**config.mk**
```make
export PLATFORM = sky130hd
export DESIGN_NAME = seven_seg_scan_mux_flat
export DESIGN_NICKNAME = d
export VERILOG_FILES = /design/src/rtl/seven_seg_pkg.sv /design/src/rtl/seven_seg_scan_mux_if.sv /design/src/rtl/hex_to_seg.sv /design/src/rtl/seven_seg_scan_mux.sv /design/src/flat_wrapper.sv
export SDC_FILE = /design/constraint.sdc
export NUM_CORES = 1
export LEC_CHECK = 0
export ABC_AREA = 1
export BUFFER_PORTS_ARGS = -buffer_cell sky130_fd_sc_hd__clkbuf_2
export CAP_MARGIN = 20
export CELL_PAD_IN_SITES_DETAIL_PLACEMENT = 1
export CELL_PAD_IN_SITES_GLOBAL_PLACEMENT = 1
export CORE_ASPECT_RATIO = 0.5
export CORE_MARGIN = 3
export CORE_UTILIZATION = 45
export CTS_CLUSTER_SIZE = 24
export DETAILED_ROUTE_END_ITERATION = 8
export PLACE_DENSITY_LB_ADDON = 0.2
export SKIP_CTS_REPAIR_TIMING = 1
export SLEW_MARGIN = 20
export SYNTH_ARGS = -nofsm -noshare
export SYNTH_HDL_FRONTEND = slang
export SYNTH_SLANG_ARGS = --single-unit
```
**constraint.sdc**
```tcl
create_clock -name clk -period 5.4 [get_ports clk]
set_clock_uncertainty 0.15 [all_clocks]
set_input_delay 0 -clock clk [delete_from_list [all_inputs] [get_ports clk]]
set_output_delay 0 -clock clk [all_outputs]
set_load 0.01 [all_outputs]
```
**src/rtl/seven_seg_pkg.sv**
```systemverilog
// Shared types and segment constants for the multiplexed 7-segment driver.
// Segment patterns are active-high, bit order gfedcba.
package seven_seg_pkg;

  typedef enum logic [1:0] {
    LOAD  = 2'd0,
    BLANK = 2'd1,
    SHOW  = 2'd2
  } scan_state_t;

  localparam logic [6:0] SEG_0   = 7'h3F;
  localparam logic [6:0] SEG_1   = 7'h06;
  localparam logic [6:0] SEG_2   = 7'h5B;
  localparam logic [6:0] SEG_3   = 7'h4F;
  localparam logic [6:0] SEG_4   = 7'h66;
  localparam logic [6:0] SEG_5   = 7'h6D;
  localparam logic [6:0] SEG_6   = 7'h7D;
  localparam logic [6:0] SEG_7   = 7'h07;
  localparam logic [6:0] SEG_8   = 7'h7F;
  localparam logic [6:0] SEG_9   = 7'h6F;
  localparam logic [6:0] SEG_A   = 7'h77;
  localparam logic [6:0] SEG_B   = 7'h7C;
  localparam logic [6:0] SEG_C   = 7'h39;
  localparam logic [6:0] SEG_D   = 7'h5E;
  localparam logic [6:0] SEG_E   = 7'h79;
  localparam logic [6:0] SEG_F   = 7'h71;
  localparam logic [6:0] SEG_OFF = 7'h00;

endpackage

```
**src/rtl/seven_seg_scan_mux_if.sv**
```systemverilog
// Display bundle: user-side digit values/enables in, pin-side segment/select drive out.
interface seven_seg_scan_mux_if #(
  parameter int N_DIGITS = 2
);
  logic [4*N_DIGITS-1:0] digits_in;
  logic [N_DIGITS-1:0]   digit_en;
  logic [N_DIGITS-1:0]   dp_in;
  logic [6:0]            seg_out;
  logic                  dp_out;
  logic [N_DIGITS-1:0]   digit_sel;
  logic                  frame_start;

  modport master (
    output digits_in, digit_en, dp_in,
    input  seg_out, dp_out, digit_sel, frame_start
  );

  modport slave (
    input  digits_in, digit_en, dp_in,
    output seg_out, dp_out, digit_sel, frame_start
  );
endinterface

```
**src/rtl/hex_to_seg.sv**
```systemverilog
// Combinational hex nibble to active-high gfedcba segment pattern.
module hex_to_seg
  import seven_seg_pkg::*;
(
  input  logic [3:0] nibble,
  output logic [6:0] seg
);

  // Table lookup over the package constants
  always_comb begin
    seg = SEG_OFF;
    case (nibble)
      4'h0: seg = SEG_0;
      4'h1: seg = SEG_1;
      4'h2: seg = SEG_2;
      4'h3: seg = SEG_3;
      4'h4: seg = SEG_4;
      4'h5: seg = SEG_5;
      4'h6: seg = SEG_6;
      4'h7: seg = SEG_7;
      4'h8: seg = SEG_8;
      4'h9: seg = SEG_9;
      4'hA: seg = SEG_A;
      4'hB: seg = SEG_B;
      4'hC: seg = SEG_C;
      4'hD: seg = SEG_D;
      4'hE: seg = SEG_E;
      4'hF: seg = SEG_F;
      default: seg = SEG_OFF;
    endcase
  end

endmodule

```
**src/rtl/seven_seg_scan_mux.sv**
```systemverilog
// Time-multiplexed N-digit 7-segment scanner with per-frame input snapshot,
// blanking gap between slots and registered, polarity-adjusted outputs.
module seven_seg_scan_mux
  import seven_seg_pkg::*;
#(
  parameter int N_DIGITS        = 2,
  parameter int TICKS_PER_DIGIT = 24000,
  parameter int BLANK_TICKS     = 240,
  parameter int SEG_ACTIVE_LOW  = 1,
  parameter int SEL_ACTIVE_LOW  = 1
) (
  input logic                clk,
  input logic                reset,
  seven_seg_scan_mux_if.slave disp
);

  localparam int MAX_TICKS = (TICKS_PER_DIGIT > BLANK_TICKS) ? TICKS_PER_DIGIT : BLANK_TICKS;
  localparam int CNT_W     = $clog2(MAX_TICKS + 1);
  localparam int IDX_W     = (N_DIGITS > 1) ? $clog2(N_DIGITS) : 1;

  localparam logic [CNT_W-1:0] SHOW_LAST  = CNT_W'(TICKS_PER_DIGIT - 1);
  localparam logic [CNT_W-1:0] BLANK_LAST = CNT_W'((BLANK_TICKS > 0) ? BLANK_TICKS - 1 : 0);
  localparam logic [IDX_W-1:0] LAST_IDX   = IDX_W'(N_DIGITS - 1);
  localparam scan_state_t      GAP_STATE  = (BLANK_TICKS == 0) ? SHOW : BLANK;
  localparam logic             SEG_POL    = 1'(SEG_ACTIVE_LOW != 0);
  localparam logic             SEL_POL    = 1'(SEL_ACTIVE_LOW != 0);

  if (N_DIGITS < 1) begin : g_bad_digits
    $error("seven_seg_scan_mux: N_DIGITS must be >= 1");
  end
  if (TICKS_PER_DIGIT < 1) begin : g_bad_ticks
    $error("seven_seg_scan_mux: TICKS_PER_DIGIT must be >= 1");
  end

  scan_state_t           state_r, state_n;
  logic [IDX_W-1:0]      idx_r, idx_n;
  logic [CNT_W-1:0]      cnt_r, cnt_n;
  logic [4*N_DIGITS-1:0] dig_r, dig_nx_s;
  logic [N_DIGITS-1:0]   en_r, en_nx_s;
  logic [N_DIGITS-1:0]   dp_r, dp_nx_s;
  logic                  load_s;

  logic [3:0]            nib_s;
  logic                  en_s;
  logic                  dpv_s;
  logic [N_DIGITS-1:0]   sel_hit_s;
  logic                  lit_s;
  logic [6:0]            seg_hex_s;
  logic [6:0]            seg_act_s;
  logic [N_DIGITS-1:0]   sel_act_s;

  logic [6:0]            seg_r;
  logic                  dpo_r;
  logic [N_DIGITS-1:0]   sel_r;
  logic                  fs_r;

  assign load_s = (state_r == LOAD);

  // Scan sequencing: next state, slot index and tick counter
  always_comb begin
    state_n = state_r;
    idx_n   = idx_r;
    cnt_n   = cnt_r;
    case (state_r)
      LOAD: begin
        cnt_n   = '0;
        state_n = GAP_STATE;
      end
      BLANK: begin
        if (cnt_r == BLANK_LAST) begin
          cnt_n   = '0;
          state_n = SHOW;
        end else begin
          cnt_n = cnt_r + CNT_W'(1);
        end
      end
      SHOW: begin
        if (cnt_r == SHOW_LAST) begin
          cnt_n = '0;
          if (idx_r == LAST_IDX) begin
            idx_n   = '0;
            state_n = LOAD;
          end else begin
            idx_n   = idx_r + IDX_W'(1);
            state_n = GAP_STATE;
          end
        end else begin
          cnt_n = cnt_r + CNT_W'(1);
        end
      end
      default: begin
        idx_n   = '0;
        cnt_n   = '0;
        state_n = LOAD;
      end
    endcase
  end

  // Shadow values as they will be after this edge, so the slot after LOAD sees the new frame
  always_comb begin
    dig_nx_s = load_s ? disp.digits_in : dig_r;
    en_nx_s  = load_s ? disp.digit_en  : en_r;
    dp_nx_s  = load_s ? disp.dp_in     : dp_r;
  end

  // Select the shadow entry for the upcoming slot
  always_comb begin
    nib_s     = 4'h0;
    en_s      = 1'b0;
    dpv_s     = 1'b0;
    sel_hit_s = '0;
    for (int i = 0; i < N_DIGITS; i++) begin
      if (idx_n == IDX_W'(i)) begin
        sel_hit_s[i] = 1'b1;
        nib_s        = dig_nx_s[4*i +: 4];
        en_s         = en_nx_s[i];
        dpv_s        = dp_nx_s[i];
      end else begin
        sel_hit_s[i] = 1'b0;
      end
    end
  end

  hex_to_seg u_dec (
    .nibble (nib_s),
    .seg    (seg_hex_s)
  );

  // Active-high drive values for the next cycle; dark outside a lit SHOW slot
  always_comb begin
    lit_s     = (state_n == SHOW) && en_s;
    seg_act_s = lit_s ? seg_hex_s : SEG_OFF;
    sel_act_s = lit_s ? sel_hit_s : '0;
  end

  // State, shadow and output registers
  always_ff @(posedge clk) begin
    if (reset) begin
      state_r <= LOAD;
      idx_r   <= '0;
      cnt_r   <= '0;
      dig_r   <= '0;
      en_r    <= '0;
      dp_r    <= '0;
      seg_r   <= {7{SEG_POL}};
      dpo_r   <= SEG_POL;
      sel_r   <= {N_DIGITS{SEL_POL}};
      fs_r    <= 1'b0;
    end else begin
      state_r <= state_n;
      idx_r   <= idx_n;
      cnt_r   <= cnt_n;
      dig_r   <= dig_nx_s;
      en_r    <= en_nx_s;
      dp_r    <= dp_nx_s;
      seg_r   <= seg_act_s ^ {7{SEG_POL}};
      dpo_r   <= (lit_s && dpv_s) ^ SEG_POL;
      sel_r   <= sel_act_s ^ {N_DIGITS{SEL_POL}};
      fs_r    <= load_s;
    end
  end

  assign disp.seg_out     = seg_r;
  assign disp.dp_out      = dpo_r;
  assign disp.digit_sel   = sel_r;
  assign disp.frame_start = fs_r;

endmodule

```
**src/flat_wrapper.sv**
```systemverilog
// flat-port wrapper written by rule: the top's interface ports become plain ports
module seven_seg_scan_mux_flat import seven_seg_pkg::*;
#(
  parameter int N_DIGITS        = 2,
  parameter int TICKS_PER_DIGIT = 24000,
  parameter int BLANK_TICKS     = 240,
  parameter int SEG_ACTIVE_LOW  = 1,
  parameter int SEL_ACTIVE_LOW  = 1
)
  (clk, reset, disp_digits_in, disp_digit_en, disp_dp_in, disp_seg_out, disp_dp_out, disp_digit_sel, disp_frame_start);
  seven_seg_scan_mux_if #(.N_DIGITS(N_DIGITS)) disp_i ();
  input logic clk;
  input logic reset;
  input wire logic [$bits(disp_i.digits_in)-1:0] disp_digits_in;
  input wire logic [$bits(disp_i.digit_en)-1:0] disp_digit_en;
  input wire logic [$bits(disp_i.dp_in)-1:0] disp_dp_in;
  output wire logic [$bits(disp_i.seg_out)-1:0] disp_seg_out;
  output wire logic [$bits(disp_i.dp_out)-1:0] disp_dp_out;
  output wire logic [$bits(disp_i.digit_sel)-1:0] disp_digit_sel;
  output wire logic [$bits(disp_i.frame_start)-1:0] disp_frame_start;
  assign disp_i.digits_in = disp_digits_in;
  assign disp_i.digit_en = disp_digit_en;
  assign disp_i.dp_in = disp_dp_in;
  assign disp_seg_out = disp_i.seg_out;
  assign disp_dp_out = disp_i.dp_out;
  assign disp_digit_sel = disp_i.digit_sel;
  assign disp_frame_start = disp_i.frame_start;
  seven_seg_scan_mux #(.N_DIGITS(N_DIGITS), .TICKS_PER_DIGIT(TICKS_PER_DIGIT), .BLANK_TICKS(BLANK_TICKS), .SEG_ACTIVE_LOW(SEG_ACTIVE_LOW), .SEL_ACTIVE_LOW(SEL_ACTIVE_LOW)) u_core (.clk(clk), .reset(reset), .disp(disp_i));
endmodule
```
Word level (Yosys, flattened, before mapping)
Memory sizes are Yosys's and may differ from the RTL's.
Cells that the tools add are included.

storage, ports and cells
  register bits after elaboration = 41
  bits in read-only memories = 112
  bits of input ports = 14
  output and inout port bits = 11
  logic and storage cells = 45
  memories = 1

cells by class
  add/sub/neg operators = 2
  equality and inequality tests = 5
  muxes and demuxes = 20
  bitwise gates (word level) = 3
  reduce and logical (&&, ||, !) cells = 4

memories
  name             words  width  rd ports  clocked after memory_dff  wr ports  line              RTL
  (no name shown)  16     7      1         0                         0         hex_to_seg.sv:12  case (nibble)

operators with widths
  operator                                                          number
  15-bit 2-to-1 mux                                                 2
  15-bit one-hot mux with 2 select lines                            1
  15-bit by 1-bit adder with 15-bit output, second input constant   1
  15-bit == test, second input constant                             1
  15-bit by 8-bit == test with 1-bit output, second input constant  1
  2-bit 2-to-1 mux                                                  5
  8-bit 2-to-1 mux                                                  1
  1-bit 2-to-1 mux                                                  7
  7-bit 2-to-1 mux                                                  1
  7-bit NOT                                                         1
  2-bit one-hot mux with 3 select lines                             1
  2-bit == test, second input constant                              2
  4-bit 2-to-1 mux                                                  1
  2-bit by 1-bit == test with 1-bit output, second input constant   1
  1-bit logical AND                                                 2
  2-bit zero test                                                   1
  2-bit NOT                                                         1
  1-bit one-hot mux with 2 select lines                             1
  2-bit OR reduction                                                1
  1-bit adder, second input constant                                1
  1-bit NOT                                                         1

Depth between registers and ports, before layout
  depth in word-level cells = 8
  gate-level depth with buffers = 17
  depth with buffers taken out = 17

By module
Synthesis repeated with hierarchy kept, for this count alone.

unflattened totals
  cells, all modules = 278
  area, all modules = 2,092.0 sq um

by module, submodules not included
  module              instances  cells an instance  area an instance (sq um)  seq. area each (sq um)
  seven_seg_scan_mux  1          226                1,821.7                   820.8
  hex_to_seg          1          52                 270.3                     0.0

Worst setup path before layout
Ideal clock, no wire load.

  path type = flip-flop to flip-flop
  start point = register u_core.cnt_r[0]
  end point = register u_core.seg_r[1] (netlist: u_core.disp.seg_out[1])
  arrival time = 2,002 ps
  required time = 5,135 ps
  slack = 3,133 ps
  stages on the path, launching flop included = 16
  buffers on the path = 1
  cells stage by stage = dfxtp_1 -> ha_1 -> nand3_2 -> nor2_2 -> nand2_2 -> nand2_2 -> nand3_2 -> nand2_4 -> buf_6 -> nand2_1 -> nand2_1 -> ha_1 -> nand3_1 -> nor2_1 -> nor2_1 -> nand2_1

on the way
  longest elaborated chain between the ends = 7

ends and longest elaborated chain
  what                                                                                            line                                                RTL
  start, declared                                                                                 seven_seg_scan_mux.sv:37                            logic [CNT_W-1:0] cnt_r, cnt_n;
  start signal, assigned                                                                          seven_seg_scan_mux.sv:152                           cnt_r <= cnt_n;
  15-bit == test or 15-bit by 8-bit == test with 1-bit output (tied branches)                     seven_seg_scan_mux.sv:78, seven_seg_scan_mux.sv:70
  1-bit 2-to-1 mux (tied with other cells)                                                        seven_seg_scan_mux.sv:78                            if (cnt_r == SHOW_LAST) begin
  1-bit one-hot mux with 2 select lines or 2-bit one-hot mux with 3 select lines (tied branches)  seven_seg_scan_mux.sv:64                            case (state_r)
  4-bit 2-to-1 mux (tied with other cells)                                                        seven_seg_scan_mux.sv:113                           if (idx_n == IDX_W'(i)) begin
  memory 16 x 7 bit or 1-bit logical AND (tied branches)                                          n/a
  7-bit 2-to-1 mux (*)                                                                            seven_seg_scan_mux.sv:132                           seg_act_s = lit_s ? seg_hex_s : SEG_OFF;
  7-bit NOT (no line) (*)                                                                         n/a
  end signal, assigned                                                                            seven_seg_scan_mux.sv:145                           seg_r <= {7{SEG_POL}};
  end signal, assigned                                                                            seven_seg_scan_mux.sv:156                           seg_r <= seg_act_s ^ {7{SEG_POL}};
  end, declared                                                                                   seven_seg_scan_mux.sv:52                            logic [6:0] seg_r;

Every way passes the cells marked *; elsewhere a longest branch is shown, timed or not.
A chain may end at the register's enable or synchronous reset.

Final worst setup path
  start point = register u_core.state_r[0]
  end point = register u_core.seg_r[1] (netlist: u_core.disp.seg_out[1])

on the way
  longest elaborated chain between the ends = 7

ends and longest elaborated chain
  what                                                    line                       RTL
  start, declared                                         seven_seg_scan_mux.sv:35   scan_state_t state_r, state_n;
  start signal, assigned                                  seven_seg_scan_mux.sv:150  state_r <= state_n;
  2-bit zero test (*)                                     seven_seg_scan_mux.sv:57   assign load_s = (state_r == LOAD);
  named net u_core.load_s                                 seven_seg_scan_mux.sv:41   logic load_s;
  2-bit OR reduction (no line)                            n/a
  1-bit one-hot mux with 2 select lines                   seven_seg_scan_mux.sv:64
  4-bit 2-to-1 mux or 1-bit 2-to-1 mux (tied branches)    seven_seg_scan_mux.sv:113
  memory 16 x 7 bit or 1-bit logical AND (tied branches)  n/a
  7-bit 2-to-1 mux (*)                                    seven_seg_scan_mux.sv:132
  7-bit NOT (no line) (*)                                 n/a

The timed path passes the listed nets; every way through them passes the cells marked *.

==> reports/summary.txt <==
status -> finished, violations left
violated checks -> hold timing
Initial Util -> 49.7%
Switching Share -> 24.3%
Pre-Repair DR Iteration Count -> 4
core area -> 4140 µm²
Setup-failing EPs final -> 0
Synth Flop Type -> dfxtp_1
post-route ant nets -> 0
non-filler cells, final -> 360
GP Congestion -> 0.883
Total Wirelength -> 5320 µm
power share of the clock group -> 42.1%
Worst Hold Class -> primary input to register
Max Cap Viol -> 0
layout net count -> 330
detailed placement HPWL -> 3760 µm
vias in the first global route -> 1,883
CTS clk-pin slew, worst paths -> 0.09 ns
Netlist cell types -> 33
pins over their slew limit -> 0
CP most frequent cell -> nand2_1
Syn Std Cell Area -> 2060 µm²
I/O Pins -> 25
Clock Path Buffers -> 2
layout cells sized above 1 -> 18.0%
switching pwr -> 0.000169 W
Die W -> 102 µm
Startpoint Class -> register
Die Ht -> 53.8 µm
Syn Area/Cell -> 7.60 µm²
worst-margin pin slew -> 0.725 ns
critical path class -> register to register
slowest cell delay on critical path -> 0.64 ns
Post-Synthesis Cells -> 271
initial DRC count -> 55
Layout area overhead -> 18.2%
Total GRT Usage -> 20.5%
maximum VDD drop -> 154 µV
worst skew pair latency -> 0.30 ns
Int Power -> 0.000528 W
CTS H-tree lvls -> 2
Flop pwr share -> 45.0%
async set-or-reset flop fraction in the synthesized netlist -> 0%
Lkg Pwr -> 1.16 nW
Fin Hold WS -> -0.00766 ns
total CTS buffers -> 5
Logic pwr share -> 12.9%
fin crit period -> 2.94 ns
CTS sink cnt -> 41
CP cell instances -> inv_1 -> ha_1 -> inv_1 -> or2_2 -> o21ai_0 -> nand2_1 -> nand2_1 -> ha_1 -> nand3_1 -> nor2_1 -> nor2_1 -> nand2_1
CP top delay family -> adder cells
final hold vios -> 1
setup_tns -> 0 ns
number of flops mapped to enable cells by yosys -> 0
vias -> 1,832
Arrival @ worst endpoint -> 2.97 ns
Congestion Overflow GR -> 0
synth warn -> 0
f_max -> 0.340 GHz
WL/cell -> 14.8 µm
vias per cell -> 5.09
Slowest cell on crit path -> ha_1
CP Data Required Time -> 5.44 ns
IO buf count -> 24
syn_nets -> 296
CTS tree -> yes
n_diodes -> 0
PD cells -> 286 nW/µm²
CP bufs+invs -> 2
Fill cells -> 529
Worst Path Max Fanout -> 14
post-synthesis register bit count -> 41
register area share after synthesis -> 39.9%
initial antenna violation count -> 0
Post-Place Cells -> 344
relative slew slack -> 51.7%
RSZ-0062 raised after global routing -> no
largest net degree at the start of global routing -> 19
CP endpoint kind -> register
DRC viols -> 0
FP Rows -> 16
first-pass GRT wire length -> 8590 µm
Final Cycle Share -> 54.4%
CTS root buf -> clkbuf_8
full die area -> 5470 µm²
## cell families (layout without fill, tap and decap cells)
group / after synthesis / in the layout / synth area share (%)
AND/OR/NAND/NOR: 150 / 150 / 33.5
flip-flops: 41 / 41 / 39.9
buffers and inverters: 35 / 70 / 6.80
AO/OA/AOI/OAI: 19 / 19 / 6.32
adder cells (fa/ha/maj): 11 / 11 / 6.68
multiplexers: 8 / 8 / 3.89
XOR/XNOR: 7 / 7 / 2.98
## cells in the final DEF, fill, tap and decap left out, types with 3 or more instances in the layout
cell / count
nand2_1: 49
clkbuf_2: 24
inv_2: 4
nor2_1: 44
nand2_2: 7
xor2_1: 5
o21ai_1: 3
dfxtp_1: 41
a21oi_1: 3
clkbuf_8: 5
inv_1: 26
dlygate4sd3_1: 8
or2_2: 4
o21ai_0: 6
mux2i_1: 8
nand3_1: 32
ha_1: 11
## tightest hold or removal path, cell delays in order
cell and delay, ns:
clkbuf_2 0.08, or2_2 0.09, o21ai_0 0.13, nor2_1 0.10
## cell usage after synthesis (3+ instances only)
| library cell | number | area [µm²] |
|---|---|---|
| a21oi_1 | 3 | 15.0 |
| dfxtp_1 | 41 | 821 |
| ha_1 | 11 | 138 |
| inv_1 | 26 | 97.6 |
| inv_2 | 4 | 15.0 |
| mux2i_1 | 8 | 80.1 |
| nand2_1 | 49 | 184 |
| nand2_2 | 7 | 43.8 |
| nand3_1 | 32 | 160 |
| nor2_1 | 44 | 165 |
| o21ai_0 | 6 | 30.0 |
| o21ai_1 | 3 | 15.0 |
| or2_2 | 4 | 25.0 |
| xor2_1 | 5 | 43.8 |
## flip-flops by register name (all words and copies together), names as in the netlist
name	count
u_core.cnt_r	15
u_core.disp.frame_start	1
u_core.disp.seg_out	7
u_core.state_r	2
u_core.en_r	2
u_core.disp.dp_out	1
u_core.idx_r	1
u_core.dig_r	8
u_core.dp_r	2
u_core.disp.digit_sel	2
## cell type report
class / instances / area (µm²) / share of cell area, %
multi-input cells: 195 / 1100 / 45.1
flip-flops and latches: 41 / 821 / 33.7
repair buffers: 32 / 200 / 8.23
inverters: 30 / 113 / 4.63
clock buffers: 5 / 68.8 / 2.83
well taps: 54 / 67.6 / 2.78
clock inverters: 3 / 65.1 / 2.67
## power groups by stage
stage | logic (W) | registers [W] | clock network (W)
floorplan | 0.0000611 | 0.000320 | 0
global placement | 0.0000781 | 0.000320 | 0
detailed placement | 0.0000825 | 0.000321 | 0
CTS | 0.0000840 | 0.000313 | 0.000299
global route | 0.000101 | 0.000314 | 0.000311
finish | 0.0000896 | 0.000314 | 0.000294
## layer usage
| layer | global-route usage (%) | share of wire, % |
|---|---|---|
| met1 | 22.3 | 44 |
| met2 | 40.0 | 51 |
| met3 | 4.79 | 2.3 |
| met4 | 6.62 | 2.6 |
| met5 | 0 | 0 |
## path summary, 6_finish.rpt
path,from,end,slack (ns),cells after the start
max,u_core.state_r[0],u_core.disp.seg_out[1],2.46,12
min reg2reg,u_core.cnt_r[0],u_core.cnt_r[0],0.30,1
min,disp_digits_in[0],u_core.dig_r[0],-0.008,4
max reg2reg,u_core.state_r[0],u_core.disp.seg_out[1],2.46,12
## through the flow
| step | utilization [%] | worst slack, ns | instance area [µm²] | total power (W) |
|---|---|---|---|---|
| 2_1_floorplan | - | 3.13 | 2060 | 0.000381 |
| 3_3_place_gp | 53.6 | 2.70 | 2220 | 0.000398 |
| 3_5_place_dp | 53.6 | 2.52 | 2220 | 0.000403 |
| 4_1_cts | 56.8 | 2.49 | 2350 | 0.000697 |
| 5_1_grt | 58.7 | 2.13 | 2430 | 0.000727 |
| 6_report | 58.7 | 2.46 | 2430 | 0.000697 |
Power figures use the tool's default switching activity.
